<file path="src/rtl/random_word_collector_if.sv">
// Bundle of the bit-stream input, word output handshake and status flags
// of random_word_collector. The collector uses the slave modport; whatever
// drives the bit stream and consumes the words uses the master modport.
interface random_word_collector_if #(
    parameter int WIDTH = 8
);
    logic             in_strobe;
    logic             in_bit;
    logic             flush;
    logic             out_valid;
    logic             out_ready;
    logic [WIDTH-1:0] out_word;
    logic             overrun;
    logic             clear_overrun;
    logic             health_fail;

    modport slave (
        input  in_strobe,
        input  in_bit,
        input  flush,
        input  out_ready,
        input  clear_overrun,
        output out_valid,
        output out_word,
        output overrun,
        output health_fail
    );

    modport master (
        output in_strobe,
        output in_bit,
        output flush,
        output out_ready,
        output clear_overrun,
        input  out_valid,
        input  out_word,
        input  overrun,
        input  health_fail
    );
endinterface

</file>
<file path="src/rtl/random_word_collector.sv">
// random_word_collector: assembles WIDTH-bit words from a strobed random
// bit stream (first captured bit lands in the MSB) and offers them through
// a one-word holding register.
//
// Output handshake: a word transfers on a posedge where out_valid and
// out_ready are both high. out_valid never depends combinationally on
// out_ready. A word completed while the holding register is full and not
// being read is dropped and flagged on the sticky overrun output.
//
// Optional build macro RANDOM_COLLECT_HEALTH_EN adds a repetition-count
// health test; once it trips, health_fail stays high until reset and newly
// completed words are discarded without raising overrun.
module random_word_collector #(
    parameter int WIDTH      = 8,
    parameter int RCT_CUTOFF = 32
) (
    input  logic                    clk,
    input  logic                    rst_n,
    random_word_collector_if.slave  bus
);
    localparam int CW = $clog2(WIDTH);

    logic             strobe_q;
    logic [WIDTH-1:0] shift_q, shift_d;
    logic [CW-1:0]    count_q, count_d;
    logic             out_valid_q;
    logic [WIDTH-1:0] out_word_q;
    logic             overrun_q;

    logic             capture;
    logic             complete;
    logic             deliver;
    logic             health_fail_w;
    logic [WIDTH-1:0] done_word;

    // Rising edge of the strobe is one capture; flush cancels a coincident one.
    assign capture   = bus.in_strobe & ~strobe_q;
    assign complete  = capture & ~bus.flush & (count_q == CW'(WIDTH - 1));
    assign done_word = {shift_q[WIDTH-2:0], bus.in_bit};
    assign deliver   = complete & ~health_fail_w;

    // Next value of the partial-word shifter and its bit counter.
    always_comb begin
        shift_d = shift_q;
        count_d = count_q;
        if (bus.flush) begin
            shift_d = '0;
            count_d = '0;
        end else if (capture) begin
            shift_d = done_word;
            count_d = complete ? '0 : count_q + CW'(1);
        end
    end

    // Edge detector, shifter, holding register and overrun flag.
    always_ff @(posedge clk) begin
        if (!rst_n) begin
            strobe_q    <= 1'b1;
            shift_q     <= '0;
            count_q     <= '0;
            out_valid_q <= 1'b0;
            out_word_q  <= '0;
            overrun_q   <= 1'b0;
        end else begin
            strobe_q <= bus.in_strobe;
            shift_q  <= shift_d;
            count_q  <= count_d;
            if (deliver && (!out_valid_q || bus.out_ready)) begin
                out_word_q  <= done_word;
                out_valid_q <= 1'b1;
            end else if (deliver) begin
                overrun_q <= 1'b1;
            end else if (out_valid_q && bus.out_ready) begin
                out_valid_q <= 1'b0;
            end
            // A drop in the same cycle outranks the clear request.
            if (bus.clear_overrun && !(deliver && out_valid_q && !bus.out_ready)) begin
                overrun_q <= 1'b0;
            end
        end
    end

`ifdef RANDOM_COLLECT_HEALTH_EN
    logic [7:0] run_q, run_d;
    logic       last_bit_q;
    logic       health_fail_q;

    // Run length of identical captured bits, saturating at the cutoff.
    always_comb begin
        run_d = run_q;
        if (capture) begin
            if (run_q != 8'd0 && bus.in_bit == last_bit_q) begin
                run_d = (run_q == 8'(RCT_CUTOFF)) ? run_q : run_q + 8'd1;
            end else begin
                run_d = 8'd1;
            end
        end
    end

    // Run tracker and sticky failure flag; flush leaves the run untouched.
    always_ff @(posedge clk) begin
        if (!rst_n) begin
            run_q         <= 8'd0;
            last_bit_q    <= 1'b0;
            health_fail_q <= 1'b0;
        end else begin
            run_q <= run_d;
            if (capture) begin
                last_bit_q <= bus.in_bit;
            end
            if (run_d == 8'(RCT_CUTOFF)) begin
                health_fail_q <= 1'b1;
            end
        end
    end

    assign health_fail_w = health_fail_q;
`else
    logic unused_rct;
    assign unused_rct    = ^8'(RCT_CUTOFF);
    assign health_fail_w = 1'b0;
`endif

    assign bus.out_valid   = out_valid_q;
    assign bus.out_word    = out_word_q;
    assign bus.overrun     = overrun_q;
    assign bus.health_fail = health_fail_w;
endmodule

</file>
<file path="src/flat_wrapper.sv">
// flat-port wrapper written by rule: the top's interface ports become plain ports
module random_word_collector_flat 
#(
    parameter int WIDTH      = 8,
    parameter int RCT_CUTOFF = 32
)
  (clk, rst_n, bus_in_strobe, bus_in_bit, bus_flush, bus_out_ready, bus_clear_overrun, bus_out_valid, bus_out_word, bus_overrun, bus_health_fail);
  random_word_collector_if #(.WIDTH(WIDTH)) bus_i ();
  input  logic clk;
  input  logic rst_n;
  input wire logic [$bits(bus_i.in_strobe)-1:0] bus_in_strobe;
  input wire logic [$bits(bus_i.in_bit)-1:0] bus_in_bit;
  input wire logic [$bits(bus_i.flush)-1:0] bus_flush;
  input wire logic [$bits(bus_i.out_ready)-1:0] bus_out_ready;
  input wire logic [$bits(bus_i.clear_overrun)-1:0] bus_clear_overrun;
  output wire logic [$bits(bus_i.out_valid)-1:0] bus_out_valid;
  output wire logic [$bits(bus_i.out_word)-1:0] bus_out_word;
  output wire logic [$bits(bus_i.overrun)-1:0] bus_overrun;
  output wire logic [$bits(bus_i.health_fail)-1:0] bus_health_fail;
  assign bus_i.in_strobe = bus_in_strobe;
  assign bus_i.in_bit = bus_in_bit;
  assign bus_i.flush = bus_flush;
  assign bus_i.out_ready = bus_out_ready;
  assign bus_i.clear_overrun = bus_clear_overrun;
  assign bus_out_valid = bus_i.out_valid;
  assign bus_out_word = bus_i.out_word;
  assign bus_overrun = bus_i.overrun;
  assign bus_health_fail = bus_i.health_fail;
  random_word_collector #(.WIDTH(WIDTH), .RCT_CUTOFF(RCT_CUTOFF)) u_core (.clk(clk), .rst_n(rst_n), .bus(bus_i));
endmodule
</file>
<file path="config.mk">
export PLATFORM = sky130hd
export DESIGN_NAME = random_word_collector_flat
export DESIGN_NICKNAME = d
export VERILOG_FILES = /design/src/rtl/random_word_collector_if.sv /design/src/rtl/random_word_collector.sv /design/src/flat_wrapper.sv
export SDC_FILE = /design/constraint.sdc
export NUM_CORES = 1
export LEC_CHECK = 0
export BUFFER_PORTS_ARGS = -buffer_cell sky130_fd_sc_hd__buf_2
export CAP_MARGIN = 20
export CORE_MARGIN = 3
export CORE_UTILIZATION = 55
export CTS_CLUSTER_DIAMETER = 200
export DETAILED_ROUTE_END_ITERATION = 12
export MAX_ROUTING_LAYER = met4
export PLACE_DENSITY = 0.85
export RECOVER_POWER = 25
export SYNTH_ARGS = -nofsm -noshare
export SYNTH_HDL_FRONTEND = slang
export SYNTH_SLANG_ARGS = --single-unit
export TNS_END_PERCENT = 50
</file>
<file path="constraint.sdc">
create_clock -name clk -period 4.2 [get_ports clk]
set_input_delay 0.84 -clock clk [delete_from_list [all_inputs] [get_ports clk]]
set_output_delay 0.84 -clock clk [all_outputs]
set_load 0.1 [all_outputs]
</file>
==> impl_results.md <==
- Result of the run: finished, final reports clean
- Number of post-CTS setup repair buffers: 0
- Top cells by area in the synthesized netlist: sky130_fd_sc_hd__dfxtp_1, sky130_fd_sc_hd__nand2_1, sky130_fd_sc_hd__mux2i_1
- Worst clock skew: 0.00507 ns
- Cell count of the worst hold path: 2
- Share of post-route cells with drive strength above 1: 19.1%
- Worst-path cell with the longest stage delay: sky130_fd_sc_hd__buf_2
- Family of cells with the greatest summed delay on the critical path: buffers and inverters
- Areal power density over the cells: 331 nW/um2
- Post-synth EDFFs: 0
- Top-count cell post-synth: sky130_fd_sc_hd__nand2_1
- Share of the cycle needed by the critical path after routing: 45.6%
- Die Wd: 45.3 um
- First-pass GRT wire length: 2580 um
- Count of nets after finishing: 120
- Area share of the largest cell type after synthesis: 49.6%
- Average cell area after synthesis: 8.84 um2
- Count of maximum capacitance violations: 0
- Critical Path, Cell by Cell: buf_2
- Routed vias: 661
- Final core occ: 68.5%
- Antenna Diode Count: 0
- #FFs+latches synth: 21
- Setup-failing EPs final: 0
- Number of optimization iterations in the first detailed-route pass: 4
- Min-Delay Startpoint: u_core.bus.out_word[7]
- Capturing element type of the critical path: output port
- Post-synthesis cell type count: 20
- Synthesized netlist net count: 105
- Data arrival time at the worst-slack endpoint: 1.07 ns
- Peak per-stage delay on the critical path: 0.43 ns
- Vias per Instance: 5.29
- Flop2flop setup slack: 2.59 ns
- Final-report hold violation count: 0
- Sequential fraction of the synthesis area: 49.6%
- Area grow syn2layout: 10.3%
- Count of final max-slew check failures: 0
- Most numerous cell types in the synthesized netlist: sky130_fd_sc_hd__nand2_1, sky130_fd_sc_hd__dfxtp_1, sky130_fd_sc_hd__a21oi_1
- CORE AREA: 1370 um2
- Top-level I/O count: 18
- Leakage power of the design: 0.367 nW
- GP Congestion: 0.740
- TritonCTS clock tree: done
- Post-detailed-route DRC marker count: 0
- Path type of the worst setup path: reg -> out
- Synth Flop Type: sky130_fd_sc_hd__dfxtp_1
- Number of fill cells in the layout: 129
- Worst Tran Pin Value: 0.708 ns
- Clock-pin slew on the worst setup and hold paths: 0.11 ns
- FF+latch area: 420 um2
- Initial antenna violation count: 0
- Maximum buffer depth of the clock tree: 2
- Cell type with the largest total area after synthesis: sky130_fd_sc_hd__dfxtp_1
- Mapped Area: 848 um2
- Antenna viol nets, final: 0
- Classification of the worst-slack hold path: reg -> reg
- Final routed wire length divided by cell count: 11.9 um
- Depth of the CTS H-tree: 1
- Starting density of the core: 62.1%
- Share of async-settable or async-resettable flops after synthesis: 0%
- Largest net degree at the start of global routing: 21
- Multi-input combinational cell area: 387 um2
- Hold Path Sink: u_core.bus.out_word[7]
- Fin Setup TNS: 0 ns
- Die H: 45.3 um
- Post-CTS Resized: 0
- Maximum fanout along the worst path: 2
- Half-perimeter wire length after placement: 1120 um
- RSZ-0062 raised after global routing: no
- Final WL: 1490 um
- Worst-case hold slack: 0.466 ns
- Worst IR Drop VDD: 176 uV
- Post-layout min period: 1.91 ns
- Depth of the worst register-to-register path: 5
- Count of warnings emitted by yosys: 0
- Highest clock frequency the design can meet: 522 MHz
- Sum of buffers and inverters on the critical path: 1
- Cell Rows: 13
- Synthesized netlist cell count: 96
- Tightest slew margin relative to the limit: 52.8%
- Worst reg2reg startpoint: u_core.count_q[0]
- CTS root buf: sky130_fd_sc_hd__clkbuf_4
- Count of input and output buffers: 16
- # hold bufs at CTS: 0
- Number of violations reported at the end of detailed-routing iteration 0: 15
- Insertion delay to the later sink of the worst-skew pair: 0.30 ns
- Endpoint required time on the critical path: 3.36 ns
- Combined global-route utilization of all metal layers: 18.2%
- Startpoint kind of the worst setup timing path: flip-flop
- Number of buffers inserted during clock tree synthesis: 3
- CTS sink count: 21
- Destination of the worst register-to-register timing path: u_core.bus.out_word[4]
- Die outline area: 2050 um2
- Global route overflow: 0
- Number of global-route vias before repair: 622
[cell type report]
class / count / share of cell area (%)
Inverter: 1 / 0.401
Sequential cell: 21 / 44.9
Multi-Input combinational cell: 68 / 41.3
Clock buffer: 3 / 2.41
Tap cell: 15 / 2.01
Timing Repair Buffer: 16 / 8.42
Clock inverter: 1 / 0.535
[state kept, by name, indices dropped and copies added, names as in the netlist]
register	flops
u_core.bus.overrun	1
u_core.strobe_q	1
u_core.bus.out_word	8
u_core.shift_q	7
u_core.bus.out_valid	1
u_core.count_q	3
[cells by family after synthesis]
kind of cell	after synthesis	share of synthesized area, %
adder cells (fa/ha/maj)	2	2.95
AO/OA/AOI/OAI	13	8.41
buffers and inverters	7	4.87
multiplexers	8	9.44
AND/OR/NAND/NOR	44	24.3
other	1	0.442
flip-flops	21	49.6
[cell usage in the layout (no fill, tap or decap), drive strengths merged]
| cell | instances |
|---|---|
| nor2b | 4 |
| and4bb | 1 |
| inv | 1 |
| a21oi | 11 |
| ha | 2 |
| buf | 15 |
| clkbuf | 4 |
| and2b | 1 |
| clkinv | 1 |
| nand3b | 1 |
| o21a | 1 |
| nand2 | 35 |
| nand2b | 2 |
| a211o | 1 |
| conb | 1 |
| mux2i | 8 |
| dfxtp | 21 |
[routing by layer]
metal	track usage (%)	part of all wire, %
met2	29.4	49
met3	3.59	4.2
met5	-	0
met1	21.5	45
met4	8.77	2.0
[power by group]
| group | switching [mW] | leakage (nW) | internal [mW] |
|---|---|---|---|
| sequential | 0.000540 | 0.169 | 0.200 |
| combinational | 0.0119 | 0.180 | 0.00383 |
| clock | 0.0579 | 0.0177 | 0.0354 |
[worst max-delay path by stage]
stage	to	depth (start not counted)	from
floorplan	bus_out_word[0]	0	u_core.bus.out_word[0]
global placement	u_core.bus.out_word[3]	4	bus_flush
detailed placement	u_core.bus.out_word[4]	4	bus_flush
CTS	bus_out_word[3]	1	u_core.bus.out_word[3]
global route	bus_out_word[4]	1	u_core.bus.out_word[4]
finish	bus_out_word[2]	1	u_core.bus.out_word[2]
[through the flow]
step / setup slack (ns) / instances / area [um2] / power, mW
final: 2.29 / 125 / 936 / 0.310
after CTS: 2.28 / 125 / 937 / 0.312
after global routing: 2.23 / 125 / 936 / 0.323
after floorplan: 2.44 / 96 / 848 / 0.218
after global placement: 2.37 / 121 / 910 / 0.221
after detailed placement: 2.32 / 121 / 910 / 0.221
Power figures use the tool's default switching activity.
